--- src/rtl/hbm_rd_arbiter_pkg.sv ---
// hbm_rd_arbiter_pkg: shared types and constants for the HBM read-address arbiter.
//   arb_state_t        : arbiter FSM state (StArb, StIssue)
//   MEM_RD_A/MEM_RD_B  : ARID tags used by the A/B memory-read engines
//   idx_w()            : width of a requester index for a given requester count
package hbm_rd_arbiter_pkg;

    typedef enum logic {
        StArb   = 1'b0,
        StIssue = 1'b1
    } arb_state_t;

    localparam logic [3:0] MEM_RD_A = 4'h0;
    localparam logic [3:0] MEM_RD_B = 4'h1;

    // Never returns 0 so a single-requester build still gets a legal vector width.
    function automatic int unsigned idx_w(input int unsigned n);
        return (n > 1) ? $clog2(n) : 1;
    endfunction

endpackage

--- src/rtl/hbm_rr_pick.sv ---
// hbm_rr_pick: combinational round-robin priority pick.
//   req   : request vector, one bit per requester
//   ptr   : requester with highest priority this cycle
//   valid : at least one request present
//   idx   : first requester with req set, searching upward from ptr with wrap
module hbm_rr_pick
    import hbm_rd_arbiter_pkg::*;
#(
    parameter int unsigned NUM_REQ = 4
) (
    input  logic [NUM_REQ-1:0]          req,
    input  logic [idx_w(NUM_REQ)-1:0]   ptr,
    output logic                        valid,
    output logic [idx_w(NUM_REQ)-1:0]   idx
);

    localparam int unsigned IDX_W = idx_w(NUM_REQ);

    int unsigned cand;

    always_comb begin
        valid = 1'b0;
        idx   = '0;
        cand  = 0;
        for (int unsigned i = 0; i < NUM_REQ; i++) begin
            cand = (32'(ptr) + i) % NUM_REQ;
            if (!valid && req[cand[IDX_W-1:0]]) begin
                valid = 1'b1;
                idx   = cand[IDX_W-1:0];
            end
        end
    end

endmodule

--- src/rtl/hbm_rd_arbiter.sv ---
// hbm_rd_arbiter: round-robin arbiter of NUM_REQ read-address requesters onto one HBM AR
// channel, with an outstanding-burst credit limit.
//   hbm_clk, hbm_areset        : clock, asynchronous active-high reset
//   s_arvalid/araddr/arid/arlen: packed per-requester AR requests (requester i at slice i)
//   s_arready                  : one-cycle accept pulse to the granted requester
//   m_axi_AR*                  : registered AR channel; ARID = {winner index, s_arid}
//   m_axi_RVALID/RREADY/RLAST  : observed only, to retire bursts
//   outstanding                : issued-but-incomplete burst count
//   cnt_err                    : sticky, RLAST seen with nothing outstanding
// Build option HBM_RD_ARB_DEBUG_CNT_EN adds grant_cnt (32 bits per requester) and
// stall_cnt (cycles a valid request was blocked by the credit limit).
module hbm_rd_arbiter
    import hbm_rd_arbiter_pkg::*;
#(
    parameter int unsigned NUM_REQ         = 4,
    parameter int unsigned ADDR_WIDTH      = 33,
    parameter int unsigned S_ID_WIDTH      = 4,
    parameter int unsigned MAX_OUTSTANDING = 16
) (
    input  logic                                    hbm_clk,
    input  logic                                    hbm_areset,
    input  logic [NUM_REQ-1:0]                      s_arvalid,
    input  logic [NUM_REQ*ADDR_WIDTH-1:0]           s_araddr,
    input  logic [NUM_REQ*S_ID_WIDTH-1:0]           s_arid,
    input  logic [NUM_REQ*4-1:0]                    s_arlen,
    output logic [NUM_REQ-1:0]                      s_arready,
    output logic                                    m_axi_ARVALID,
    output logic [ADDR_WIDTH-1:0]                   m_axi_ARADDR,
    output logic [S_ID_WIDTH+idx_w(NUM_REQ)-1:0]    m_axi_ARID,
    output logic [3:0]                              m_axi_ARLEN,
    input  logic                                    m_axi_ARREADY,
    input  logic                                    m_axi_RVALID,
    input  logic                                    m_axi_RREADY,
    input  logic                                    m_axi_RLAST,
    output logic [$clog2(MAX_OUTSTANDING+1)-1:0]    outstanding,
    output logic                                    cnt_err
`ifdef HBM_RD_ARB_DEBUG_CNT_EN
    ,
    output logic [NUM_REQ*32-1:0]                   grant_cnt,
    output logic [31:0]                             stall_cnt
`endif
);

    localparam int unsigned IDX_W = idx_w(NUM_REQ);
    localparam int unsigned OUT_W = $clog2(MAX_OUTSTANDING + 1);

    arb_state_t         state_q;
    logic [IDX_W-1:0]   rr_ptr_q;
    logic [IDX_W-1:0]   win_q;

    logic               pick_valid;
    logic [IDX_W-1:0]   pick_idx;
    logic               credit_ok;
    logic               grant;
    logic               ar_hs;
    logic               r_done;

    hbm_rr_pick #(
        .NUM_REQ (NUM_REQ)
    ) u_rr_pick (
        .req   (s_arvalid),
        .ptr   (rr_ptr_q),
        .valid (pick_valid),
        .idx   (pick_idx)
    );

    assign credit_ok = outstanding < OUT_W'(MAX_OUTSTANDING);
    // Reset gating keeps s_arready low while the state register is held in reset.
    assign grant     = (state_q == StArb) && pick_valid && credit_ok && !hbm_areset;
    assign ar_hs     = (state_q == StIssue) && m_axi_ARREADY;
    assign r_done    = m_axi_RVALID && m_axi_RREADY && m_axi_RLAST;

    always_comb begin
        s_arready = '0;
        if (grant) begin
            s_arready[pick_idx] = 1'b1;
        end
    end

    // Arbiter FSM; all AR outputs are registered and frozen while in StIssue.
    always_ff @(posedge hbm_clk or posedge hbm_areset) begin
        if (hbm_areset) begin
            state_q       <= StArb;
            rr_ptr_q      <= '0;
            win_q         <= '0;
            m_axi_ARVALID <= 1'b0;
            m_axi_ARADDR  <= '0;
            m_axi_ARID    <= '0;
            m_axi_ARLEN   <= '0;
        end else begin
            case (state_q)
                StArb: begin
                    if (grant) begin
                        win_q         <= pick_idx;
                        m_axi_ARVALID <= 1'b1;
                        m_axi_ARADDR  <= s_araddr[pick_idx*ADDR_WIDTH +: ADDR_WIDTH];
                        m_axi_ARID    <= {pick_idx, s_arid[pick_idx*S_ID_WIDTH +: S_ID_WIDTH]};
                        m_axi_ARLEN   <= s_arlen[pick_idx*4 +: 4];
                        state_q       <= StIssue;
                    end
                end
                StIssue: begin
                    if (m_axi_ARREADY) begin
                        m_axi_ARVALID <= 1'b0;
                        rr_ptr_q      <= (win_q == IDX_W'(NUM_REQ - 1)) ? '0 : win_q + 1'b1;
                        state_q       <= StArb;
                    end
                end
                default: state_q <= StArb;
            endcase
        end
    end

    // In-flight burst credit; a simultaneous issue and completion cancel out.
    always_ff @(posedge hbm_clk or posedge hbm_areset) begin
        if (hbm_areset) begin
            outstanding <= '0;
            cnt_err     <= 1'b0;
        end else begin
            case ({ar_hs, r_done})
                2'b10: outstanding <= outstanding + 1'b1;
                2'b01: begin
                    if (outstanding == '0) begin
                        cnt_err <= 1'b1;
                    end else begin
                        outstanding <= outstanding - 1'b1;
                    end
                end
                default: ;
            endcase
        end
    end

`ifdef HBM_RD_ARB_DEBUG_CNT_EN
    always_ff @(posedge hbm_clk or posedge hbm_areset) begin
        if (hbm_areset) begin
            grant_cnt <= '0;
            stall_cnt <= '0;
        end else begin
            for (int unsigned g = 0; g < NUM_REQ; g++) begin
                if (grant && (pick_idx == IDX_W'(g))) begin
                    grant_cnt[g*32 +: 32] <= grant_cnt[g*32 +: 32] + 32'd1;
                end
            end
            if ((state_q == StArb) && (|s_arvalid) && !credit_ok) begin
                stall_cnt <= stall_cnt + 32'd1;
            end
        end
    end
`endif

endmodule
--- config.mk ---
export PLATFORM = sky130hd
export DESIGN_NAME = hbm_rd_arbiter
export DESIGN_NICKNAME = d
export VERILOG_FILES = /design/src/rtl/hbm_rd_arbiter_pkg.sv /design/src/rtl/hbm_rr_pick.sv /design/src/rtl/hbm_rd_arbiter.sv
export SDC_FILE = /design/constraint.sdc
export NUM_CORES = 1
export LEC_CHECK = 0
export BUFFER_PORTS_ARGS = -buffer_cell sky130_fd_sc_hd__buf_2
export CELL_PAD_IN_SITES_DETAIL_PLACEMENT = 1
export CELL_PAD_IN_SITES_GLOBAL_PLACEMENT = 2
export CORE_MARGIN = 3
export CORE_UTILIZATION = 25
export CTS_CLUSTER_SIZE = 25
export DETAILED_ROUTE_END_ITERATION = 12
export PLACE_DENSITY = 0.95
export RECOVER_POWER = 50
export SLEW_MARGIN = 30
export SYNTH_ARGS = -nofsm -noshare
export SYNTH_HDL_FRONTEND = slang
export SYNTH_HIERARCHICAL = 1
export SYNTH_SLANG_ARGS = --single-unit
--- constraint.sdc ---
create_clock -name hbm_clk -period 13.6 [get_ports hbm_clk]
set_clock_uncertainty 0.1 [all_clocks]
set_input_delay 4.08 -clock hbm_clk [delete_from_list [all_inputs] [get_ports hbm_clk]]
set_output_delay 4.08 -clock hbm_clk [all_outputs]
set_load 0.05 [all_outputs]
Word level (Yosys, flattened, before mapping)
Index checks and enable logic that the tools add are counted.
Widths: inputs -> output; s select.
{"block": "op_classes", "n_addsub": 6, "n_mul": 1, "n_lt_le_gt_ge": 7, "n_eq_ne": 6, "shift": 3, "mux": 28, "n_bitwise": 1, "reduce_logical": 21}
{"cell": "$shiftx 132x9->33", "count": 1}
{"cell": "$shiftx 16x5->4", "count": 2}
{"cell": "$lt 2x3->1 const B", "count": 5}
{"cell": "$mux 1", "count": 13}
{"cell": "$logic_and 1x1->1", "count": 10}
{"cell": "$mux 2", "count": 5}
{"cell": "$pmux 5 s2", "count": 1}
{"cell": "$reduce_and 2->1", "count": 5}
{"cell": "$bmux 1 s2", "count": 4}
{"cell": "$mul 2x6->8 const B", "count": 1}
{"cell": "$ne 2x2->1 const B", "count": 3}
{"cell": "$add 5x1->5 const B", "count": 1}
{"cell": "$logic_not 5->1", "count": 1}
{"cell": "$lt 5x5->1 const B", "count": 1}
{"cell": "$mux 5", "count": 1}
{"cell": "$sub 5x1->5 const B", "count": 1}
{"cell": "$add 2x1->2 const B", "count": 2}
{"cell": "$add 2x2->2 const B", "count": 2}
{"cell": "$eq 2x2->1 const B", "count": 2}
{"cell": "$logic_not 1->1", "count": 4}
{"cell": "$mux 4", "count": 1}
{"cell": "$pmux 1 s2", "count": 2}
{"cell": "$demux 1 s2", "count": 1}
{"cell": "$eq 2x1->1 const B", "count": 1}
{"cell": "other kinds (3)", "count": 3}
{"block": "totals", "ff_bits": 55, "input_bits": 174, "output_inout_bits": 54}

Depth between registers and ports, before layout
Gate-level depths: netlist (run 1).
{"block": "depth", "depth_word": 17, "mapped_depth": 8}

Hierarchy
Netlist (run 1), hierarchy kept.
{"mod": "hbm_rd_arbiter", "n_inst": 1, "cells_each": 289, "area_each_um2": 3201.8}
{"mod": "hbm_rr_pick", "n_inst": 1, "cells_each": 15, "area_each_um2": 77.6}

Worst setup path before layout (run 1)
No wires, ideal clock.
{"block": "synth_path", "path_type": "input to output", "start": "in hbm_areset", "end": "out s_arready[0]", "arrival_ps": 6848, "required_ps": 9420, "slack_ps": 2572, "path_stages": 5, "path_cell_list": "inv_1 nand3_1 buf_2 buf_2 nor3_1"}
{"block": "synth_between", "elab_chain_len": 3}
{"item": "from (decl)", "line": "hbm_rd_arbiter.sv:21", "rtl": "input logic hbm_areset,"}
{"item": "$logic_not 1->1 (no line)"}
{"item": "$logic_and 1x1->1", "line": "hbm_rd_arbiter.sv:69", "rtl": "assign grant = (state_q == StArb) && pick_valid && credit_ok && !hbm_areset;"}
{"item": "$mux 4", "line": "hbm_rd_arbiter.sv:75", "rtl": "if (grant) begin"}
{"item": "to (decl)", "line": "hbm_rd_arbiter.sv:26", "rtl": "output logic [NUM_REQ-1:0] s_arready,"}
No other way between the ends.

Worst setup path after layout (run 1)
{"block": "layout_path", "start": "in hbm_areset", "end": "out s_arready[2]"}
The elaborated chain is that of the path after synthesis.

==> impl_metrics.yaml, run 1 <==
pwr:
  pwr_density_nw_per_um2: 235
  p_leak_nw: 2.39
  peakVddDrop_v: 0.0000652
clock_tree:
  tritoncts_num_sinks: 53
  post_cts_buffers: 0
  tritoncts.num_buffers: 5
  tritoncts_clock_tree: "done"
  ctsLongestPathBuffers: 2
  insertion_delay_ns: 0.28
  htree_num_levels: 2
  cts_root_buffer: "clkbuf_16"
  worst_setup_hold_path_clk_slew_ns: 0.06
  cts_resized: 0
  ctsHoldBuffers: 0
sta:
  tightestPinTransition_ns: 0.808
  min_period_over_period_pct: 76.8
  whs_ns: 0.374
  final-max-slew-violation-count: 0
  max_freq_ghz: 0.0957
  slew_headroom_pct: 46.1
  setup_viol: 0
  grt_setup_unrepaired: "false"
  min_period_ns: 10.44
  timing_hold_violations_final: 0
  fin_setup_tns_ns: 0
global_route:
  global_route_usage_over_all_layers_pct: 14.9
  grt_pass1_vias: 3464
  grt_antenna_before_repair: 0
  grt_pass1_wl_um: 17300
  grt_remaining_overflow: 0
  grt_max_degree: 56
logic_synthesis:
  synth-seq-area-share_pct: 40.4
  yosys.area.top_type_share_pct: 40.4
  yosysWarningCount: 6
  syn_inst: 304
  yosys-top-cells-area: "dfrtp_1 40%, mux4_2 28%, nand2_1 15%"
  synthesis.area_um2: 3280
  total_of_flip_flops_plus_latches_after_synthesis: 53
  syn-mean-instance-area_um2: 10.8
  synth_largest_area_cell: "dfrtp_1"
  synthesis.nets: 481
  synth.distinct_cells: 35
floorplan:
  placeableCoreArea_um2: 12700
  floorplan.rows: 41
  dieHeight_um: 121
  io-pin-count: 228
  die_width_um: 121
  initial_core_util_pct: 25.8
  floorplan.die_area_um2: 14500
worst_setup_path:
  r2r_start: "rr_ptr_q[0]"
  critical_path.startpoint_type: "input pin"
  worst_path_arrival_time_ns: 6.26
  rrSetupSlack_ns: 10.79
  worst_setup_path_startpoint: "hbm_areset"
  cp_data_required_time_ns: 9.42
  setup.worst_path.end: "s_arready[2]"
  cp-end-kind: "primary output"
  critPathKind: "input pin to primary output"
  worstRegToRegCells: 7
  critical_path.reg2reg.endpoint: "m_axi_ARADDR[5]"
  worst-path-max-fanout: 55
route:
  initialDrtViolationCount: 99
  vias: 3180
  drt_drc_violations_left: 0
  post_drt_via_cell_ratio: 4.58
  routedWlPerCell_um: 15.7
  antenna_left: 0
  drt-pass1-iter-count: 4
  postRouteWirelength_um: 10900
run:
  maximum_capacitance_violations: 0
finish:
  fillerInstances: 1550
  layout-drive-gt1-share_pct: 50.3
  final_common_cell: "buf_2"
  diodes: 0
  num-nets-final: 699
  most-common-layout-cells: "203 x buf_2, 136 x nand2_1, 53 x dfrtp_1"
  area.growth.synth_to_final_pct: 42.3
  final_core_util_pct: 36.7
hold_path:
  worstHoldPathType: "register to register"
outcome:
  status: "complete, no violations"
placement:
  gp_congestion: 0.765
  placement.io_buffers: 227
  hpwl_after_detailed_placement_um: 8900
==> area by class of cell <==
type,count,area (µm²),area share (%)
multi-input combinational,223,1810,38.8
inverter,8,30.0,0.644
clock buffer,7,133,2.84
sequential,53,1330,28.4
tap,172,215,4.61
timing repair buffer,231,1140,24.5
clock inverter,1,7.51,0.161
==> cells in the mapped netlist <==
| cell type | number |
|---|---|
| a21boi_1 | 1 |
| a21o_1 | 1 |
| a21oi_1 | 5 |
| a221o_1 | 1 |
| a31oi_1 | 2 |
| a32o_1 | 1 |
| and3_1 | 2 |
| and3_4 | 1 |
| buf_2 | 14 |
| buf_6 | 5 |
| clkbuf_1 | 1 |
| dfrtp_1 | 53 |
| ha_1 | 3 |
| inv_1 | 7 |
| inv_2 | 1 |
| mux2_1 | 1 |
| mux2_2 | 1 |
| mux4_2 | 41 |
| nand2_1 | 134 |
| nand2_4 | 2 |
| nand2b_1 | 1 |
| nand3_1 | 4 |
| nor2_1 | 4 |
| nor3_1 | 2 |
| nor3b_1 | 1 |
| nor4_4 | 1 |
| o21ai_0 | 3 |
| o21ai_2 | 1 |
| o221ai_1 | 1 |
| o31a_1 | 1 |
| o31ai_1 | 1 |
| or2_4 | 1 |
| or3_1 | 1 |
| xnor2_1 | 2 |
| xor2_1 | 3 |
==> layer usage <==
layer | vias up | wire, µm | GRT usage (%)
met4 | 0 | 138 | 3.12
met5 | - | 0 | 0
met3 | 14 | 882 | 3.74
met1 | 1516 | 4100 | 17.0
li1 | 1495 | - | -
met2 | 155 | 5800 | 27.9
==> power by group <==
group	total [mW]	leakage [nW]	switching, mW	internal [mW]
Clock	0.125	0.0641	0.0560	0.0686
Sequential	0.290	0.653	0.0558	0.234
Combinational	0.681	1.68	0.466	0.215
Total	1.10	2.39	0.578	0.517
==> worst min path at each step <==
stage                   from       endpoint  slack, ns  cells after the start
3_3_place_gp         cnt_err        cnt_err       0.34                      1
6_report       m_axi_ARID[1]  m_axi_ARID[1]       0.37                      2
2_1_floorplan    rr_ptr_q[0]    rr_ptr_q[0]       0.40                      2
4_1_cts              cnt_err        cnt_err       0.37                      1
3_5_place_dp         cnt_err        cnt_err       0.35                      1
5_1_grt              cnt_err        cnt_err       0.39                      1
==> registers in the layout (all words and copies together) (netlist names) <==
signal,flops
m_axi_ARVALID,1
m_axi_ARID,6
m_axi_ARLEN,4
m_axi_ARADDR,33
cnt_err,1
outstanding,5
rr_ptr_q,2
state_q,1
==> worst max-delay path, cell delays in order <==
cell and delay [ns]:
buf_2 0.09, inv_1 0.04, buf_4 0.55, and3_2 0.85, nand2_1 0.16, nor2_1 0.12
buf_2 0.27
==> cells by family (layout without fill, tap and decap cells) <==
logic type / count (synthesis) / count (layout) / share of synthesized area [%]
AOI/OAI and AO/OA: 18 / 18 / 3.70
xor gates and xnor gates: 5 / 5 / 1.34
adders and majority gates: 3 / 3 / 1.14
buffers and inverters: 28 / 247 / 4.88
DFF: 53 / 53 / 40.4
muxes: 43 / 43 / 28.8
and+or+nand+nor: 154 / 154 / 19.6
==> stage by stage <==
step / area [µm²] / setup slack, ns / power [mW] / std cells
finish: 4670 / 3.16 / 1.10 / 695
detailed placement: 4550 / 2.84 / 0.994 / 686
floorplan: 3280 / 2.57 / 0.827 / 304
CTS: 4690 / 2.83 / 1.12 / 694
global route: 4670 / 2.93 / 1.18 / 695
global placement: 4550 / 2.93 / 0.977 / 686
Note: power is estimated with default switching activity, not from simulation.
==> run 2, diff against run 1 <==
- CORE_UTILIZATION: 25 -> 21
- PLACE_DENSITY: 0.95 -> 0.9
- clock period: 13.6 -> 9.4 ns (I/O delays scaled with it)
==> impl_metrics.yaml, run 2 (same netlist as run 1, synthesis figures left out) <==
outcome:
  status: "complete, no violations"
finish:
  largest_register_ffs: 33
  layout-drive-gt1-share_pct: 51.1
  largest_register: "m_axi_ARADDR"
  largest_registers: "m_axi_ARADDR (33), m_axi_ARID (6), outstanding (5)"
  num-nets-final: 702
  area.growth.synth_to_final_pct: 44.6
  final_common_cell: "buf_2"
  fin_area_um2: 4740
  diodes: 0
  most-common-layout-cells: "204 x buf_2, 136 x nand2_1, 53 x dfrtp_1"
global_route:
  grt_pass1_vias: 3353
  grt_pass1_wl_um: 17000
  grt_remaining_overflow: 0
  global_route_usage_over_all_layers_pct: 12.6
  grt_antenna_before_repair: 0
  grt_max_degree: 55
sta:
  max_freq_ghz: 0.135
  setup_viol: 0
  grt_setup_unrepaired: "false"
  tightestPinTransition_ns: 0.801
  fin_setup_tns_ns: 0
  min_period_ns: 7.40
  min_period_over_period_pct: 78.8
  final-max-slew-violation-count: 0
  timing_hold_violations_final: 0
  slew_headroom_pct: 46.6
clock_tree:
  htree_num_levels: 2
  tritoncts_clock_tree: "done"
  worst_setup_hold_path_clk_slew_ns: 0.07
  tritoncts.num_buffers: 5
  ctsHoldBuffers: 0
  tritoncts_num_sinks: 53
  insertion_delay_ns: 0.29
  post_cts_buffers: 0
  ctsLongestPathBuffers: 2
  cts_root_buffer: "clkbuf_16"
  cts_resized: 0
pwr:
  p_leak_nw: 2.42
  peakVddDrop_v: 0.000104
  pwr_density_nw_per_um2: 339
  total_power_mw: 1.61
placement:
  gp_congestion: 0.780
  hpwl_after_detailed_placement_um: 9320
  placement.io_buffers: 227
  placed_cell_area_um2: 4630
hold_path:
  hold_path_startpoint: "cnt_err"
  worstHoldPathType: "register to register"
route:
  antenna_left: 0
  postRouteWirelength_um: 11100
  initialDrtViolationCount: 76
  routed.top_layer: "met4"
  drt_drc_violations_left: 0
  wl_met3_um: 890
  post_drt_via_cell_ratio: 4.39
  met2_length_um: 5810
  vias: 3235
  routedWlPerCell_um: 15.1
  drt-pass1-iter-count: 4
  wirelength_met1_um: 4280
worst_setup_path:
  worstRegToRegCells: 7
  worst_setup_path_startpoint: "s_arvalid[1]"
  r2r_start: "rr_ptr_q[0]"
  critPathKind: "input pin to primary output"
  crit_chain: "buf_2 -> nor2_1 -> nand3_1 -> and3_2 -> nand2_1 -> nor2_1 -> buf_2"
  cp_data_required_time_ns: 6.48
  rrSetupSlack_ns: 6.60
  critical_path.reg2reg.endpoint: "m_axi_ARADDR[21]"
  setup.worst_path.end: "s_arready[2]"
  cpPeakStageDelay_ns: 0.75
  worst_path_arrival_time_ns: 4.48
  cp-end-kind: "primary output"
  critical_path.startpoint_type: "input pin"
  worst-path-max-fanout: 44
  cpMaxStageDelayCell: "and3_2"
floorplan:
  io-pin-count: 228
  dieHeight_um: 131
  floorplan.rows: 45
  die_width_um: 131
  placeableCoreArea_um2: 15300
  initial_core_util_pct: 21.5
  floorplan.die_area_um2: 17200
run:
  maximum_capacitance_violations: 0
-- run 2: cell count changes in the layout (fill, tap and decap cells not counted) --
cell,before,now
clkinvlp_4,1,0
buf_8,1,0
buf_4,3,7
clkbuf_8,0,2
buf_2,203,204
clkbuf_1,26,23
nand3_4,1,0
nand3_2,0,1
clkinv_2,0,1
-- run 2: worst max-delay path: cells and delay by family --
kind / cells / cell delay [ns]
buf+inv: 2 / 0.38
simple gates: 5 / 1.27
-- run 2: power breakdown --
part	switching [mW]	leakage [nW]	internal, mW
sequential	0.0847	0.653	0.339
clock	0.0824	0.0799	0.113
combinational	0.673	1.69	0.313
total	0.841	2.42	0.765
-- run 2: how the worst min path moves through the flow --
| stage | end | cells past startpoint |
|---|---|---|
| finish | cnt_err | 1 |
| global route | cnt_err | 1 |
| CTS | cnt_err | 1 |
| detailed placement | cnt_err | 1 |
| global placement | cnt_err | 1 |
| floorplan | rr_ptr_q[0] | 2 |
-- run 2: area by class of cell --
| class | count | area (µm²) |
|---|---|---|
| Inverter | 8 | 30.0 |
| Sequential cell | 53 | 1330 |
| Clock inverter | 1 | 5.00 |
| Multi-Input combinational cell | 223 | 1800 |
| Tap cell | 211 | 264 |
| Fill cell | 1846 | 10500 |
| Clock buffer | 7 | 153 |
| Timing Repair Buffer | 234 | 1160 |
-- run 2: layer usage --
layer | vias up | track usage (%)
met5 | - | 0
met2 | 145 | 22.4
met1 | 1577 | 14.5
li1 | 1504 | -
met3 | 9 | 4.39
met4 | 0 | 3.39
-- run 2: through the flow --
stage | instances | util (%) | setup slack, ns | hold WS [ns]
floorplan | 304 | - | 0.892 | 0.400
global placement | 729 | 30.3 | 1.98 | 0.346
detailed placement | 729 | 30.3 | 1.92 | 0.343
CTS | 737 | 31.4 | 1.91 | 0.358
global route | 737 | 31.1 | 1.72 | 0.387
finish | 737 | 31.1 | 2.00 | 0.359
==> run 3, diff against run 2 <==
- clock period: 9.4 -> 6.3 ns (I/O delays scaled with it)
==> impl_metrics.yaml, run 3 (same netlist as run 1, synthesis figures left out) <==
outcome:
  status: "finished, violations left"
  violations: "capacitance limit, slew limit"
pwr:
  pwr_density_nw_per_um2: 504
  p_leak_nw: 2.41
  total_power_mw: 2.38
  peakVddDrop_v: 0.000151
finish:
  fin_area_um2: 4720
  largest_registers: "m_axi_ARADDR (33), m_axi_ARID (6), outstanding (5)"
  final_common_cell: "buf_2"
  num-nets-final: 703
  diodes: 0
  largest_register: "m_axi_ARADDR"
  area.growth.synth_to_final_pct: 44.1
  most-common-layout-cells: "205 x buf_2, 136 x nand2_1, 53 x dfrtp_1"
  largest_register_ffs: 33
  finish.cell_count_without_fillers: 738
  layout-drive-gt1-share_pct: 51.0
  final_core_util_pct: 31.0
placement:
  placed_cell_area_um2: 4640
  preCtsSetupSlack_ns: 0.717
  placement.io_buffers: 227
  gp_congestion: 0.798
  hpwl_after_detailed_placement_um: 9450
  placed_cells_incl_taps: 730
clock_tree:
  tritoncts.num_buffers: 5
  post_cts_buffers: 0
  worst_setup_hold_path_clk_slew_ns: 0.06
  ctsLongestPathBuffers: 2
  tritoncts_num_sinks: 53
  ctsHoldBuffers: 0
  cts_root_buffer: "clkbuf_16"
  insertion_delay_ns: 0.29
  htree_num_levels: 2
  cts_resized: 0
  tritoncts_clock_tree: "done"
sta:
  whs_ns: 0.380
  max_freq_ghz: 0.175
  tightestPinTransition_ns: 3.01
  grt_setup_unrepaired: "false"
  slew_headroom_pct: -101
  fin_setup_tns_ns: 0
  final-max-slew-violation-count: 54
  min_period_over_period_pct: 90.7
  timing_hold_violations_final: 0
  setup_slack_ns: 0.584
  min_period_ns: 5.72
  setup_viol: 0
worst_setup_path:
  critPathTopFamily: "buffers and inverters"
  critPathKind: "input pin to primary output"
  crit_chain: "buf_2 -> nor2_1 -> nand3_1 -> nand3_2 -> clkbuf_1 -> nor3_1 -> buf_2"
  cpMaxStageDelayCell: "clkbuf_1"
  worst-path-max-fanout: 23
  worst_path_arrival_time_ns: 3.73
  cp_data_required_time_ns: 4.31
  path_buf_inv: 3
  critical_path.startpoint_type: "input pin"
  cpPeakStageDelay_ns: 0.86
  cp-end-kind: "primary output"
  critical_path.most_common_cell: "buf_2"
route:
  initialDrtViolationCount: 47
  antenna_left: 0
  drt_drc_violations_left: 0
  routedWlPerCell_um: 15.6
  vias: 3268
  postRouteWirelength_um: 11500
  post_drt_via_cell_ratio: 4.43
  drt-pass1-iter-count: 4
floorplan:
  die_width_um: 131
  floorplan.die_area_um2: 17200
  dieHeight_um: 131
  io-pin-count: 228
  floorplan.rows: 45
  placeableCoreArea_um2: 15300
  initial_core_util_pct: 21.5
global_route:
  grt_antenna_before_repair: 0
  grt_remaining_overflow: 0
  global_route_usage_over_all_layers_pct: 13.1
  grt_max_degree: 54
  grt_pass1_vias: 3552
  grt_pass1_wl_um: 17500
hold_path:
  worstHoldPathType: "register to register"
run:
  maximum_capacitance_violations: 1
## run 3: changes by cell type in the layout (fill, tap and decap cells not counted)
cell and change:
clkinv_2 +1, inv_1 -1, clkbuf_1 +2, clkinvlp_2 +1
buf_2 +1, clkbuf_8 -2, buf_4 -1
## run 3: per-layer routing
metal | vias up | track usage (%) | part of all wire, %
met2 | 154 | 24.2 | 54
li1 | 1505 | - | -
met4 | 0 | 3.69 | 1.7
met5 | - | 0 | 0
met3 | 13 | 4.47 | 8.6
met1 | 1596 | 14.3 | 36
## run 3: report_power, final
group	internal, mW	total [mW]	leakage (nW)	switching (mW)
combinational	0.469	1.48	1.69	1.02
sequential	0.506	0.627	0.653	0.121
clock	0.146	0.270	0.0706	0.124
total	1.12	2.38	2.41	1.26
## run 3: area by class of cell
class / count / area [µm²]
Fill cell: 1864 / 10500
Inverter: 8 / 31.3
Timing Repair Buffer: 235 / 1160
Sequential cell: 53 / 1330
Clock inverter: 2 / 10.0
Tap cell: 211 / 264
Multi-Input combinational cell: 223 / 1800
Clock buffer: 6 / 129
## run 3: final timing paths
path / start / depth (start not counted) / end / slack [ns]
max in group asynchronous: hbm_areset / 3 / m_axi_ARADDR[15] / 1.68
worst max-delay path: s_arvalid[3] / 7 / s_arready[0] / 0.58
worst min-delay path: m_axi_ARADDR[25] / 2 / m_axi_ARADDR[25] / 0.38
worst max register to register: rr_ptr_q[0] / 7 / m_axi_ARADDR[10] / 3.89
worst min register to register: m_axi_ARADDR[25] / 2 / m_axi_ARADDR[25] / 0.38
min in group asynchronous: hbm_areset / 3 / m_axi_ARID[4] / 2.74
## run 3: worst register-to-register path, cell delays in order (launching register included)
cell and delay (ns):
dfrtp_1 0.42, inv_2 0.05, a221o_1 0.35, a21oi_4 0.22, buf_4 0.42, mux4_2 0.59, nand2_1 0.08, nand2_1 0.07
